**config.mk**
```make
export PLATFORM = sky130hd
export DESIGN_NAME = serial_decoder_controller
export DESIGN_NICKNAME = d
export VERILOG_FILES = /design/src/rtl/serial_decoder_controller.sv
export SDC_FILE = /design/constraint.sdc
export NUM_CORES = 1
export LEC_CHECK = 0
export CAP_MARGIN = 20
export CELL_PAD_IN_SITES_DETAIL_PLACEMENT = 0
export CELL_PAD_IN_SITES_GLOBAL_PLACEMENT = 1
export CORE_MARGIN = 2
export CORE_UTILIZATION = 45
export CTS_BUF_LIST = sky130_fd_sc_hd__clkbuf_2 sky130_fd_sc_hd__clkbuf_4 sky130_fd_sc_hd__clkbuf_8
export CTS_CLUSTER_DIAMETER = 40
export DETAILED_ROUTE_END_ITERATION = 6
export GPL_ROUTABILITY_DRIVEN = 0
export MAX_ROUTING_LAYER = met4
export PLACE_DENSITY_LB_ADDON = 0.12
export SLEW_MARGIN = 20
export SYNTH_ARGS = -nofsm -noshare
export SYNTH_HDL_FRONTEND = slang
export SYNTH_SLANG_ARGS = --single-unit
export TNS_END_PERCENT = 5
```
**constraint.sdc**
```tcl
create_clock -name clock -period 2.55 [get_ports clock]
set_input_delay 0.3825 -clock clock [delete_from_list [all_inputs] [get_ports clock]]
set_output_delay 0.3825 -clock clock [all_outputs]
set_load 0.005 [all_outputs]
```
**src/rtl/serial_decoder_controller.sv**
```systemverilog
// Start-bit-aligned serial frame decoder: deserialises LSB-first bytes, checks
// even parity and the stop bit, and queues good bytes in a 2-entry output buffer.
module serial_decoder_controller #(
   parameter int DATA_BITS  = 8,
   parameter int PARITY_EN  = 1,
   parameter int FIFO_DEPTH = 2
) (
   input  logic       clock,
   input  logic       _reset,
   input  logic       serialIn,
   input  logic       enable,
   output logic [7:0] byteOut,
   output logic       byteValid,
   input  logic       byteReady,
   output logic       parityError,
   output logic       framingError,
   output logic       overrun,
   output logic       busy,
   output logic [7:0] frameCount,
   output logic [1:0] debug_state
);

   typedef enum logic [1:0] {
      S_IDLE   = 2'd0,
      S_DATA   = 2'd1,
      S_PARITY = 2'd2,
      S_STOP   = 2'd3
   } state_t;

   localparam logic [2:0] LAST_BIT = 3'(DATA_BITS - 1);

   generate
      if (FIFO_DEPTH != 2) begin : g_depth_check
         $error("serial_decoder_controller: output buffer is fixed at 2 entries");
      end
      if (DATA_BITS < 1 || DATA_BITS > 8) begin : g_width_check
         $error("serial_decoder_controller: DATA_BITS must be 1..8");
      end
   endgenerate

   state_t     state, state_nxt;
   logic [7:0] shift_q, shift_d;
   logic [2:0] bit_cnt_q, bit_cnt_d;
   logic       par_bad_q, par_bad_d;
   logic       stop_sample;

   logic [7:0] mem [2];
   logic       wr_ptr, rd_ptr;
   logic [1:0] count;
   logic       full, push, pop, good_frame;
   logic       drop_framing, drop_parity, drop_overrun;

   // Frame sequencing; a low enable in any active state abandons the frame.
   always_comb begin
      state_nxt   = state;
      shift_d     = shift_q;
      bit_cnt_d   = bit_cnt_q;
      par_bad_d   = par_bad_q;
      stop_sample = 1'b0;
      case (state)
         S_IDLE: begin
            if (enable && !serialIn) begin
               state_nxt = S_DATA;
               bit_cnt_d = 3'd0;
               shift_d   = 8'h00;
               par_bad_d = 1'b0;
            end
         end
         S_DATA: begin
            shift_d                = shift_q >> 1;
            shift_d[DATA_BITS - 1] = serialIn;
            bit_cnt_d              = bit_cnt_q + 3'd1;
            if (bit_cnt_q == LAST_BIT) begin
               state_nxt = (PARITY_EN != 0) ? S_PARITY : S_STOP;
            end
         end
         S_PARITY: begin
            par_bad_d = (^shift_q) ^ serialIn;
            state_nxt = S_STOP;
         end
         S_STOP: begin
            stop_sample = 1'b1;
            state_nxt   = S_IDLE;
         end
         default: state_nxt = S_IDLE;
      endcase
      if (!enable && state != S_IDLE) begin
         state_nxt   = S_IDLE;
         stop_sample = 1'b0;
      end
   end

   always_ff @(posedge clock or negedge _reset) begin
      if (!_reset) begin
         state     <= S_IDLE;
         shift_q   <= 8'h00;
         bit_cnt_q <= 3'd0;
         par_bad_q <= 1'b0;
      end else begin
         state     <= state_nxt;
         shift_q   <= shift_d;
         bit_cnt_q <= bit_cnt_d;
         par_bad_q <= par_bad_d;
      end
   end

   // Handshake: the head byte transfers on any rising edge where byteValid and
   // byteReady are both 1; byteOut holds steady while byteValid=1 and byteReady=0.
   assign full         = (count == 2'd2);
   assign pop          = byteValid & byteReady;
   assign drop_framing = stop_sample & ~serialIn;
   assign drop_parity  = stop_sample & serialIn & par_bad_q;
   assign good_frame   = stop_sample & serialIn & ~par_bad_q;
   assign push         = good_frame & (~full | pop);
   assign drop_overrun = good_frame & full & ~pop;

   always_ff @(posedge clock or negedge _reset) begin
      if (!_reset) begin
         mem[0]       <= 8'h00;
         mem[1]       <= 8'h00;
         wr_ptr       <= 1'b0;
         rd_ptr       <= 1'b0;
         count        <= 2'd0;
         frameCount   <= 8'h00;
         parityError  <= 1'b0;
         framingError <= 1'b0;
         overrun      <= 1'b0;
      end else begin
         // At full, the write slot equals the head slot being popped this edge.
         if (push) begin
            mem[wr_ptr] <= shift_q;
            wr_ptr      <= ~wr_ptr;
            frameCount  <= frameCount + 8'd1;
         end
         if (pop) begin
            rd_ptr <= ~rd_ptr;
         end
         case ({push, pop})
            2'b10:   count <= count + 2'd1;
            2'b01:   count <= count - 2'd1;
            default: count <= count;
         endcase
         parityError  <= drop_parity;
         framingError <= drop_framing;
         overrun      <= drop_overrun;
      end
   end

   assign byteValid   = (count != 2'd0);
   assign byteOut     = byteValid ? mem[rd_ptr] : 8'h00;
   assign busy        = (state != S_IDLE);
   assign debug_state = state;

endmodule

```
Word level (Yosys, flattened, before mapping)
Index checks and enable logic that the tools add are counted.

Input bits: 5. Word-level logic and storage cells: 83. Output and inout bits: 23. Bits in registers: 45.

Multiplexer cells: 20. Reduce and logical (&&, ||, !) cells: 15. Add/subtract/negate cells: 4. $lt $le $gt $ge: 3. Equality and inequality tests: 10. Bitwise gates (word level): 18.

Operators by type and width (count): $mux W8 (6); $bwmux W16 (1); $pmux W8 S2 (1); $reduce_bool A2 Y1 (5); $add A8 B1 Y8 const B (1); $and A1 B1 Y1 (8); $demux W8 S1 (1); $eq A2 B2 Y1 const B (4); $pmux W2 S4 (1); $reduce_xor A8 Y1 (1); $mux W2 (3); $ne A3 B3 Y1 const B (2); $not A1 Y1 (6); $pmux W3 S2 (1); $reduce_and A2 Y1 (3); $eq A2 B1 Y1 const B (2); $ge A2 B2 Y1 const B (2); $not A1 Y2 (2); $pmux W2 S2 (1); $add A3 B1 Y3 const B (1); $eq A3 B3 Y1 const B (1); $logic_and A1 B1 Y1 (3); $mux W1 (3); $mux W3 (1); 9 further kinds (10).

Longest topological paths before layout
Word-level depth: 8. Mapped depth: 11. Depth with buffers taken out: 9.

Worst setup path after synthesis
Ideal clock, no wire load.

Path type: register to register. Start point: register state[0] (netlist: debug_state[0]). End point: register count[1]. Period minus slack after synthesis: 2.004 ns. Required time: 2.471 ns. Path buffers: 2. Path slack: 0.546 ns. Arrival time: 1.925 ns. Setup time: 0.079 ns. Cell stages (with the launch flop): 11. Cell sequence: dfrtp_1 -> inv_1 -> ha_1 -> buf_6 -> o211ai_2 -> a211oi_2 -> buf_4 -> inv_1 -> ha_1 -> nor2_1 -> xor2_1.

Longest elaborated chain between the ends: 8. Elaborated cells between the ends (all ways): 12. Classes of those cells: eq/ne (3); mux (3); bitwise (3); reduce/logical (3).

Ends and longest elaborated chain: start, declared (line 41) `state_t state, state_nxt;`; start signal, assigned (line 100) `state <= state_nxt;`; $eq A2 B2 Y1 / $reduce_bool A2 Y1 (equally long branches) (line 60, 87); $mux W1 / $logic_and A1 B1 Y1 (equally long branches) (line 60, 87); $mux W1 (*) (line 87) `if (!enable && state != S_IDLE) begin`; $and A1 B1 Y1 (*) (2 in series) (line 113) `assign good_frame = stop_sample & serialIn & ~par_bad_q;`; $and A1 B1 Y1 (*) (line 114) `assign push = good_frame & (~full | pop);`; $eq A2 B1 Y1 / $eq A2 B2 Y1 (equally long branches) (line 138) `case ({push, pop})`; $pmux W2 S2 / $reduce_bool A2 Y1 (equally long branches); end signal, assigned (line 139) `2'b10: count <= count + 2'd1;`; end signal, assigned (line 140) `2'b01: count <= count - 2'd1;`; end signal, assigned (line 141) `default: count <= count;`; end, declared (line 49) `logic [1:0] count;`.

Every way passes the cells marked *; elsewhere a longest branch is shown, timed or not. A chain may end at the register's enable or synchronous reset.

Final worst setup path
Start point: register state[0] (netlist: debug_state[0]). End point: output busy.

Longest elaborated chain between the ends: 1.

Ends and longest elaborated chain: $reduce_bool A2 Y1 (line 151) `assign busy = (state != S_IDLE);`; end, declared (line 18) `output logic busy,`.

Every way passes these cells.

==> flow_results.xml <==
<?xml version="1.0" encoding="UTF-8"?>
<metrics>
  <group name="power">
    <metric name="pwr_density_cell" unit="nW/µm²">953.6</metric>
    <metric name="netSwitchingPower" unit="µW">845.4</metric>
    <metric name="power.sequential.fraction" unit="%">45.5</metric>
    <metric name="share_comb_of_total_power" unit="%">36.9</metric>
    <metric name="power.share.switching" unit="%">34.57</metric>
    <metric name="total_leakage_power" unit="nW">1.256</metric>
    <metric name="internal_power" unit="mW">1.600</metric>
    <metric name="clkPwrFrac" unit="%">17.6</metric>
    <metric name="vdd_ir_drop_max" unit="V">0.0005307</metric>
  </group>
  <group name="worst_setup_path">
    <metric name="cp-end-kind" unit="">output port</metric>
    <metric name="critical-path-top-cell-by-count" unit="">sky130_fd_sc_hd__inv_1</metric>
    <metric name="start_kind" unit="">flop</metric>
    <metric name="critical_path.slowest_cell" unit="">sky130_fd_sc_hd__clkdlybuf4s50_1</metric>
    <metric name="critPathTopFamily" unit="">buffers and inverters</metric>
    <metric name="path_buf_inv" unit="">4</metric>
    <metric name="worst_path_largest_cell_delay" unit="ns">0.53</metric>
    <metric name="cells_along_the_critical_path" unit="">inv_1 &gt; ha_1 &gt; buf_4 &gt; inv_1 &gt; clkdlybuf4s50_1</metric>
    <metric name="critical_path.reg2reg.startpoint" unit="">debug_state[0]</metric>
    <metric name="critPathRequiredTime" unit="ns">2.17</metric>
    <metric name="critical_path_class" unit="">flop to output port</metric>
    <metric name="crit_path_max_fanout" unit="">8</metric>
    <metric name="crit_start" unit="">debug_state[0]</metric>
    <metric name="cp.arrival" unit="ns">1.92</metric>
  </group>
  <group name="placement">
    <metric name="placement.io_buffers" unit="">27</metric>
    <metric name="dp.cells" unit="">254</metric>
    <metric name="total_half_perimeter_wirelength_after_legalization_and_detailed_placement" unit="µm">2823</metric>
  </group>
  <group name="detailed_routing">
    <metric name="drt_iter0_markers" unit="">90</metric>
    <metric name="detailed_router_iteration_count_before_antenna_repair" unit="">4</metric>
    <metric name="route.detailed.vias_per_inst" unit="">5.198</metric>
    <metric name="num_vias" unit="">1362</metric>
    <metric name="routed_wirelength" unit="µm">3897</metric>
    <metric name="drt_drc_violations_left" unit="">0</metric>
    <metric name="wire_per_inst" unit="µm">14.87</metric>
    <metric name="detail-route-antenna-nets" unit="">0</metric>
  </group>
  <group name="min_path">
    <metric name="hold_class" unit="">input pin to asynchronous set/reset pin</metric>
  </group>
  <group name="sta">
    <metric name="grt_setup_unrepaired" unit="">no</metric>
    <metric name="fin_crit" unit="ns">2.307</metric>
    <metric name="timing.final.setup_violations" unit="">0</metric>
    <metric name="part_of_the_cycle_the_worst_path_needs" unit="%">90.46</metric>
    <metric name="skew" unit="ns">0.002345</metric>
    <metric name="fin_worst_hold_slack" unit="ns">0.04389</metric>
    <metric name="setup_total_negative_slack" unit="ns">0</metric>
    <metric name="timing.final.hold_violations" unit="">0</metric>
    <metric name="timing_max_transition_violations_final" unit="">0</metric>
    <metric name="timing_worst_slew_pin_value" unit="ns">0.5184</metric>
    <metric name="max_clock_freq" unit="GHz">0.4335</metric>
    <metric name="maxSlewHeadroom" unit="%">65.44</metric>
  </group>
  <group name="floorplan">
    <metric name="row_count" unit="">25</metric>
    <metric name="initial_utilization" unit="%">45.99</metric>
    <metric name="die-area" unit="µm²">5331</metric>
    <metric name="core-area" unit="µm²">4661</metric>
    <metric name="number_of_top_level_pins" unit="">28</metric>
    <metric name="dieWidth" unit="µm">73.02</metric>
    <metric name="floorplan.die.height" unit="µm">73.02</metric>
  </group>
  <group name="synth">
    <metric name="top_cell_type_by_total_area_after_synthesis" unit="">sky130_fd_sc_hd__dfrtp_1</metric>
    <metric name="postSynthRegisterBits" unit="">45</metric>
    <metric name="avg_cell_area_syn" unit="µm²">12.39</metric>
    <metric name="ys_types" unit="">35</metric>
    <metric name="synth_cells" unit="">173</metric>
    <metric name="ys_warn_count" unit="">0</metric>
    <metric name="seq_area_frac_synth" unit="%">52.54</metric>
    <metric name="mappedNetlistArea" unit="µm²">2143</metric>
    <metric name="synth.top_cells.by_area" unit="">sky130_fd_sc_hd__dfrtp_1 53%, sky130_fd_sc_hd__mux2_2 9.5%, sky130_fd_sc_hd__ha_1 4.7%, sky130_fd_sc_hd__mux2i_1 4.2%, sky130_fd_sc_hd__xnor2_1 4.1%</metric>
    <metric name="synth_nets" unit="">186</metric>
    <metric name="post-synth-top-area-fraction" unit="%">52.54</metric>
  </group>
  <group name="cts">
    <metric name="clockRootBuffer" unit="">sky130_fd_sc_hd__clkbuf_8</metric>
    <metric name="cts_made_buffers" unit="">5</metric>
    <metric name="cts_htree_levels" unit="">2</metric>
    <metric name="cts.reportedPaths.clkPinSlew" unit="ns">0.08</metric>
    <metric name="clock_sink_count" unit="">45</metric>
    <metric name="hold_bufs_inserted_after_cts" unit="">0</metric>
    <metric name="post-cts-setup-buffers" unit="">0</metric>
    <metric name="cts_tree" unit="">built</metric>
    <metric name="clk-insertion-delay-late" unit="ns">0.29</metric>
    <metric name="cts_buffer_depth" unit="">2</metric>
    <metric name="post_cts_resized" unit="">0</metric>
  </group>
  <group name="run_status">
    <metric name="run_status" unit="">finished, final reports clean</metric>
  </group>
  <group name="final_layout">
    <metric name="diodes" unit="">0</metric>
    <metric name="layout_common_cells" unit="">45 x sky130_fd_sc_hd__dfrtp_1, 26 x sky130_fd_sc_hd__clkdlybuf4s50_1, 18 x sky130_fd_sc_hd__mux2_2</metric>
    <metric name="mostFrequentLayoutCell" unit="">sky130_fd_sc_hd__dfrtp_1</metric>
    <metric name="drive_above_1_share" unit="%">17.31</metric>
    <metric name="finish.cell_count_without_fillers" unit="">262</metric>
    <metric name="nets" unit="">220</metric>
    <metric name="area.growth.synth_to_final" unit="%">19.67</metric>
  </group>
  <group name="grt">
    <metric name="grt_pass1_vias" unit="">1370</metric>
    <metric name="gr-usage-all-layers" unit="%">16.95</metric>
    <metric name="maximum_number_of_pins_on_one_net_before_global_route_repair" unit="">24</metric>
    <metric name="grt_first_pass_wirelength" unit="µm">6603</metric>
    <metric name="globalRouteOverflowTotal" unit="">0</metric>
    <metric name="antenna_violations_before_repair" unit="">0</metric>
  </group>
  <group name="flow_run">
    <metric name="max_cap_violations" unit="">0</metric>
  </group>
</metrics>
-- per-stage QoR --
stage	util, %	setup slack (ns)	power (mW)	area [µm²]
final	55.03	0.2433	2.446	2565
after global routing	55.03	0.1388	2.627	2565
after CTS	55.03	0.2396	2.478	2565
after detailed placement	53.18	0.1964	2.037	2479
after global placement	53.18	0.2316	1.996	2479
after floorplan	-	0.5459	1.696	2143
-- state kept, by name, indices dropped and copies added, names as in the netlist, 2 cells and up --
name         cells
debug_state      2
mem             16
frameCount       8
count            2
shift_q          8
bit_cnt_q        3
-- Yosys cell counts --
master                     number
sky130_fd_sc_hd__and2b_1        1
sky130_fd_sc_hd__inv_1          8
sky130_fd_sc_hd__o211ai_1       1
sky130_fd_sc_hd__nand2_1        4
sky130_fd_sc_hd__and3_1         2
sky130_fd_sc_hd__a22o_1         9
sky130_fd_sc_hd__a221oi_1       1
sky130_fd_sc_hd__o211ai_2       1
sky130_fd_sc_hd__nand3_1        4
sky130_fd_sc_hd__mux2_2        18
sky130_fd_sc_hd__xor3_1         1
sky130_fd_sc_hd__xor2_1         5
sky130_fd_sc_hd__nor2b_1        2
sky130_fd_sc_hd__xnor3_1        1
sky130_fd_sc_hd__xnor2_1       10
sky130_fd_sc_hd__dfrtp_1       45
sky130_fd_sc_hd__a21oi_2        1
sky130_fd_sc_hd__nor2_1        16
sky130_fd_sc_hd__a21oi_1        2
sky130_fd_sc_hd__buf_6          1
sky130_fd_sc_hd__mux2i_1        9
sky130_fd_sc_hd__and2_1         3
sky130_fd_sc_hd__nand2b_1       2
sky130_fd_sc_hd__nor3_1         2
sky130_fd_sc_hd__a21o_1         1
sky130_fd_sc_hd__buf_4          3
sky130_fd_sc_hd__a211oi_1       1
sky130_fd_sc_hd__nand4_1        3
sky130_fd_sc_hd__ha_1           8
sky130_fd_sc_hd__o211a_1        1
sky130_fd_sc_hd__nor3b_1        1
sky130_fd_sc_hd__buf_2          1
sky130_fd_sc_hd__a211oi_2       1
sky130_fd_sc_hd__clkbuf_1       1
sky130_fd_sc_hd__o21ai_0        3
-- final timing paths --
kind	slack [ns]	endpoint	cells after the start
max	0.24	busy	5
min	0.04	mem[3]	1
max reg2reg	0.42	mem[0]	6
min reg2reg	0.47	frameCount[7]	1
max in group asynchronous	1.83	frameCount[3]	2
min in group clock	0.47	frameCount[7]	1
-- metal layers --
layer	global-route usage [%]	part of all wire, %	vias to the layer above
met5	-	0	-
met4	5.556	1.4	0
met3	3.729	2.7	6
met2	27.03	51	20
met1	21.47	45	667
li1	-	-	669
-- area by class of cell --
class | count | area [µm²]
inverter | 8 | 30.03
fill | 398 | 2096
clock buffer | 6 | 76.32
timing repair buffer | 33 | 310.3
multi-input combinational | 114 | 944.7
sequential | 45 | 1126
tap | 54 | 67.56
clock inverter | 2 | 10.01
-- power by group through the flow --
stage | sequential, mW | combinational, mW | clock, mW
2_1_floorplan | 1.04 | 0.653 | 0
3_3_place_gp | 1.12 | 0.877 | 0
3_5_place_dp | 1.13 | 0.910 | 0
4_1_cts | 1.11 | 0.917 | 0.446
5_1_grt | 1.15 | 0.994 | 0.484
6_report | 1.11 | 0.903 | 0.430
-- cells by family (layout without fill, tap and decap cells) --
| logic type | after synthesis | in the layout | synth area share [%] |
|---|---|---|---|
| flops | 45 | 45 | 52.54 |
| simple gates | 40 | 40 | 9.107 |
| mux | 27 | 27 | 13.66 |
| compound gates | 22 | 22 | 8.348 |
| xor+xnor | 17 | 17 | 8.289 |
| buf+inv | 14 | 49 | 3.385 |
| fa+ha+maj | 8 | 8 | 4.670 |
Power figures use the tool's default switching activity.
==> patch 1 (config.mk and constraints unchanged) <==
Set the parameter `DATA_BITS` to 4 (it was 8).
--- a/src/rtl/serial_decoder_controller.sv
+++ b/src/rtl/serial_decoder_controller.sv
@@ -1,7 +1,7 @@
 // Start-bit-aligned serial frame decoder: deserialises LSB-first bytes, checks
 // even parity and the stop bit, and queues good bytes in a 2-entry output buffer.
 module serial_decoder_controller #(
-   parameter int DATA_BITS  = 8,
+   parameter int DATA_BITS  = 4,
    parameter int PARITY_EN  = 1,
    parameter int FIFO_DEPTH = 2
 ) (
Check against the original RTL: not equivalent (Yosys sat finds a counterexample within 10 cycles, from zero or initial values and one cycle with _reset low).
==> patch 1 against the unedited design <==
  * Sequential share of layout area fell by 3.0 points
  * Sequential power fell by 25%
  * Worst setup slack improved by 0.090 ns
  * Clock skew fell by 0.00079 ns
  * Wire length fell by 27%
  * Power fell by 23%
  * Area after synthesis fell by 22%
  * Fmax rose by 4.1%
  * Highest routed layer unchanged
  * Cell area fell by 21%
  * Sequential cell count fell by 12
==> patch 1: results (changes against the unedited design) <==
setup clock skew after layout 0.00155 ns (-0.000792 ns); met2 layer usage reported by global route 25.0% (-2.0 points); later-pin clock latency in the skew report 0.27 ns (-0.02 ns); post-synthesis instance total 140 (-19%); met3 track utilization from global routing 4.86% (+1.1 points); initial antenna violation count 0 (unchanged); Hold/Removal Path Class flop to flop; met1 routing resource usage after global routing 20.5% (-0.97 points); routed via count 1046 (-23%); ratio of cells with drive above 1 in the final layout 11.8% (-5.5 points); async set-or-reset flop fraction in the synthesized netlist 100% (unchanged); IO buf count 23 (-15%); average wire per standard cell 13.0 microns (-12%); HPWL Detailed 2120 microns (-25%); number of cells traversed by the worst register-to-register path 8 (+2); clock-pin slew on the worst setup and hold paths 0.06 ns (-0.02 ns); uppermost routed layer met4; ant diodes 0 (unchanged); DR WL met3 99 microns (-6.6%); maximum fanout along the worst path 9 (+1); vias in the first global route 1071 (-22%); Tot GR Track Use 16.4% (-0.60 points); routed wl met2 1360 microns (-31%); H-tree depth reported by CTS 2 (unchanged); number of standard cells in the final layout excluding fillers 217 (-17%); share of the yosys chip area belonging to registers 49.6% (-3.0 points); global-route wire length before repair 5000 microns (-24%); most numerous cell types in the synthesized netlist 33 x dfrtp_1, 12 x nor2_1, 9 x inv_1, 9 x xnor2_1; worst slack after detailed placement 0.382 ns (+0.186 ns); maximum number of pins on one net before global-route repair 34 (+42%); Starting DRT DRC Count 36 (-60%); length of routed wiring on met1 1330 microns (-25%); critical path arrival 1.83 ns (-0.09 ns); worst ir drop on vdd 0.598 mV (+13%); result of the run finished, final reports clean; number of cells upsized or downsized after cts 0 (unchanged); post-layout net count 181 (-18%); largest registers in the final layout frameCount (8), mem (8), shift_q (4); post-place instance area 1930 sq um (-22%); number of cells after detailed placement 209 (-18%); Unique masters post-synth 35 (unchanged); leakage power of the design 0.943 nW (-25%); Root Buffer Master clkbuf_8; largest cells by area after synthesis dfrtp_1 50%, ha_1 6.0%, xnor2_1 4.7%, mux2_4 3.6%, mux2_1 3.4%; Filler Cells Inserted 301 (-24%); NetSw 0.631 mW (-25%)
==> patch 1: cell count changes in the layout (fill, tap and decap cells not counted), sizes merged, moves of 5 or more <==
cell,before,now
dfrtp,45,33
mux2,18,9
a22o,9,4
buf,7,2
o21ai,3,8
==> patch 1: kinds of logic after synthesis <==
kind of cell,count (synthesis),synth area share (%)
AO/OA/AOI/OAI,18,7.96
XOR/XNOR,15,8.72
adder cells (fa/ha/maj),8,6.01
buffers and inverters,16,5.03
flip-flops,33,49.6
multiplexers,14,9.99
other,1,0.225
AND/OR/NAND/NOR,35,12.5
==> patch 1: worst max-delay path, cell delays in order, from the launching register on <==
cell	delay (ns)
dfrtp_1	0.41
inv_1	0.12
ha_1	0.37
inv_1	0.17
clkdlybuf4s50_1	0.48
==> patch 1: power groups by stage <==
stage | clock [mW] | combinational (mW) | sequential (mW)
global route | 0.429 | 0.776 | 0.852
finish | 0.370 | 0.681 | 0.830
CTS | 0.388 | 0.692 | 0.832
floorplan | 0 | 0.487 | 0.791
detailed placement | 0 | 0.687 | 0.841
global placement | 0 | 0.667 | 0.831
==> patch 1: layout make-up <==
type | count | area (sq um) | share of cell area [%]
flip-flops and latches | 33 | 826 | 40.9
multi-input cells | 94 | 767 | 38.0
repair buffers | 25 | 245 | 12.2
clock buffers | 6 | 76.3 | 3.78
well taps | 48 | 60.1 | 2.98
inverters | 9 | 33.8 | 1.67
clock inverters | 2 | 10.0 | 0.496
==> patch 1: final timing paths <==
path                           startpoint             to  slack, ns
max                        debug_state[1]           busy       0.33
min                          bit_cnt_q[2]   bit_cnt_q[2]       0.48
max reg2reg                debug_state[1]       count[1]       0.52
min reg2reg                  bit_cnt_q[2]   bit_cnt_q[2]       0.48
max in group asynchronous          _reset  frameCount[4]       1.74
min in group asynchronous          _reset   framingError       0.51
==> patch 2 (same flow settings) <==
Without the edit above. Take the reset off `shift_q` and load it in a clocked block of its own.
--- a/src/rtl/serial_decoder_controller.sv
+++ b/src/rtl/serial_decoder_controller.sv
@@ -93,15 +93,17 @@
    always_ff @(posedge clock or negedge _reset) begin
       if (!_reset) begin
          state     <= S_IDLE;
-         shift_q   <= 8'h00;
          bit_cnt_q <= 3'd0;
          par_bad_q <= 1'b0;
       end else begin
          state     <= state_nxt;
-         shift_q   <= shift_d;
          bit_cnt_q <= bit_cnt_d;
          par_bad_q <= par_bad_d;
       end
+   end
+
+   always_ff @(posedge clock) begin
+      shift_q <= shift_d;
    end
 
    // Handshake: the head byte transfers on any rising edge where byteValid and
Check against the original RTL: same outputs for any inputs over 10 cycles, from zero or initial values and one cycle with _reset low; that may be too few to reach the edited logic, so the function may still have changed.
==> patch 2 against the unedited design <==
  * Power up 21%
  * Worst hold slack improved by 0.44 ns
  * Via count rose by 0.51%
  * Sequential cell count did not move
  * Register-to-register slack better by 0.05 ns
  * First-iteration DRC count increased by 33%
  * Wire length shrank 0.95%
  * Worst setup slack better by 0.0062 ns
  * Cell area increased by 2.0%
  * Core utilization grew 0.70 points
  * Sequential power up 14%
  * Area after synthesis increased by 1.2%
  * Largest cell class unchanged
==> patch 2: results (changes against the unedited design) <==
leakage power of the design 1.18 nW (-6.3%); number of enable flip-flop cells after synthesis 8 (+8); number of cells after detailed placement 257 (+1.2%); number of standard cells in the final layout excluding fillers 265 (+1.1%); worst hold endpoint wr_ptr; IO buf count 27 (unchanged); share of total power consumed by net switching 34.0% (-0.59 points); setup clock skew after layout 0.00468 ns (+0.00234 ns); endpoint of the most critical register-to-register path mem[6]; maximum fanout along the worst path 7 (-1); Least-Margin Pin Slew 0.475 ns (-0.0431 ns); initial antenna violation count 0 (unchanged); Starting DRT DRC Count 120 (+33%); result of the run finished, final reports clean; maximum root-to-sink buffer count 2 (unchanged); Tot GR Track Use 17.2% (+0.23 points); routed via count 1369 (+0.51%); vias in the first global route 1415 (+3.3%); worst ir drop on vdd 0.659 mV (+24%); post-synthesis instance total 175 (+1.2%); Filler Cells Inserted 404 (+1.5%); ratio of cells with drive above 1 in the final layout 16.6% (-0.72 points); yosys warns 0 (unchanged); Unique masters post-synth 32 (-8.6%); number of buffers added by the clock tree synthesis step 5 (unchanged); net count of the mapped netlist 188 (+1.1%); critical path arrival 1.92 ns (about the same); flop2flop setup slack 0.47 ns (+0.05 ns); average wire per standard cell 14.6 microns (-2.1%); global-route wire length before repair 6810 microns (+3.1%); most numerous cell types in the synthesized netlist 37 x dfrtp_1, 17 x mux2_2, 17 x nor2_1, 14 x xnor2_1; maximum number of pins on one net before global-route repair 38 (+58%); share of the yosys chip area belonging to registers 53.8% (+1.2 points); worst slack after detailed placement 0.192 ns (-0.00415 ns); Hold/Removal Path Class flop to flop; async set-or-reset flop fraction in the synthesized netlist 82.2% (-18 points); largest cells by area after synthesis dfrtp_1 43%, edfxtp_1 11%, mux2_2 8.8%, xnor2_1 5.7%, ha_1 4.6%; post-layout net count 223 (+1.4%); largest registers in the final layout mem (16), frameCount (8), shift_q (8); HPWL Detailed 2820 microns (about the same)
[patch 2: cell count changes in the layout (fill, tap and decap cells not counted), moves of 2 or more]
cell | unedited run | this run
o21ai_0 | 3 | 7
edfxtp_1 | 0 | 8
nand4_1 | 3 | 6
clkinv_2 | 2 | 0
dfrtp_1 | 45 | 37
and2_1 | 3 | 9
a22o_1 | 9 | 0
xnor2_1 | 10 | 14
nand3_1 | 4 | 1
[patch 2: critical path, cell delays in order (launching register included)]
cell             delay (ns)
dfrtp_1                0.42
inv_1                  0.10
ha_1                   0.23
buf_4                  0.17
inv_1                  0.17
clkdlybuf4s50_1        0.54
[patch 2: layer usage]
metal / GRT usage [%] / wire length [microns] / vias to the layer above
met1: 23.2 / 1860 / 663
met5: - / 0 / -
met3: 4.12 / 124 / 6
met2: 25.7 / 1830 / 27
li1: - / - / 673
met4: 5.66 / 47 / 0
[patch 2: cell families after synthesis]
logic type                 after synthesis  share of synthesized area (%)
and+or+nand+nor                         47                           11.3
DFF                                     45                           53.8
muxes                                   27                           13.7
xor gates and xnor gates                20                           8.71
AOI/OAI and AO/OA                       16                           5.19
buffers and inverters                   12                           2.77
adders and majority gates                8                           4.62
[patch 2: power by group through the flow]
stage	Combinational [mW]	Sequential, mW	Clock, mW
floorplan	0.861	1.18	0
global placement	1.19	1.27	0
detailed placement	1.23	1.29	0
CTS	1.24	1.28	0.478
global route	1.37	1.32	0.513
finish	1.22	1.27	0.463
[patch 2: how the worst max path moves through the flow]
stage,start,endpoint,slack (ns)
6_report,debug_state[0],busy,0.25
5_1_grt,debug_state[0],busy,0.13
4_1_cts,debug_state[0],busy,0.22
3_5_place_dp,serialIn,mem[6],0.19
3_3_place_gp,serialIn,mem[0],0.25
2_1_floorplan,debug_state[0],count[1],0.53
[patch 2: stage by stage]
step | power, mW | hold slack (ns) | area [sq um]
final | 2.95 | 0.487 | 2620
after global placement | 2.46 | 0.461 | 2520
after floorplan | 2.04 | 0.0869 | 2170
after global routing | 3.20 | 0.518 | 2620
after detailed placement | 2.52 | 0.483 | 2520
after CTS | 2.99 | 0.494 | 2620
[patch 2: final cells by class]
| cell class | instances | area (sq um) | share of cell area (%) |
|---|---|---|---|
| clock buffers | 8 | 97.6 | 3.73 |
| inverters | 7 | 26.3 | 1.00 |
| multi-input cells | 118 | 942 | 36.0 |
| flip-flops and latches | 45 | 1170 | 44.6 |
| well taps | 54 | 67.6 | 2.58 |
| repair buffers | 33 | 315 | 12.1 |
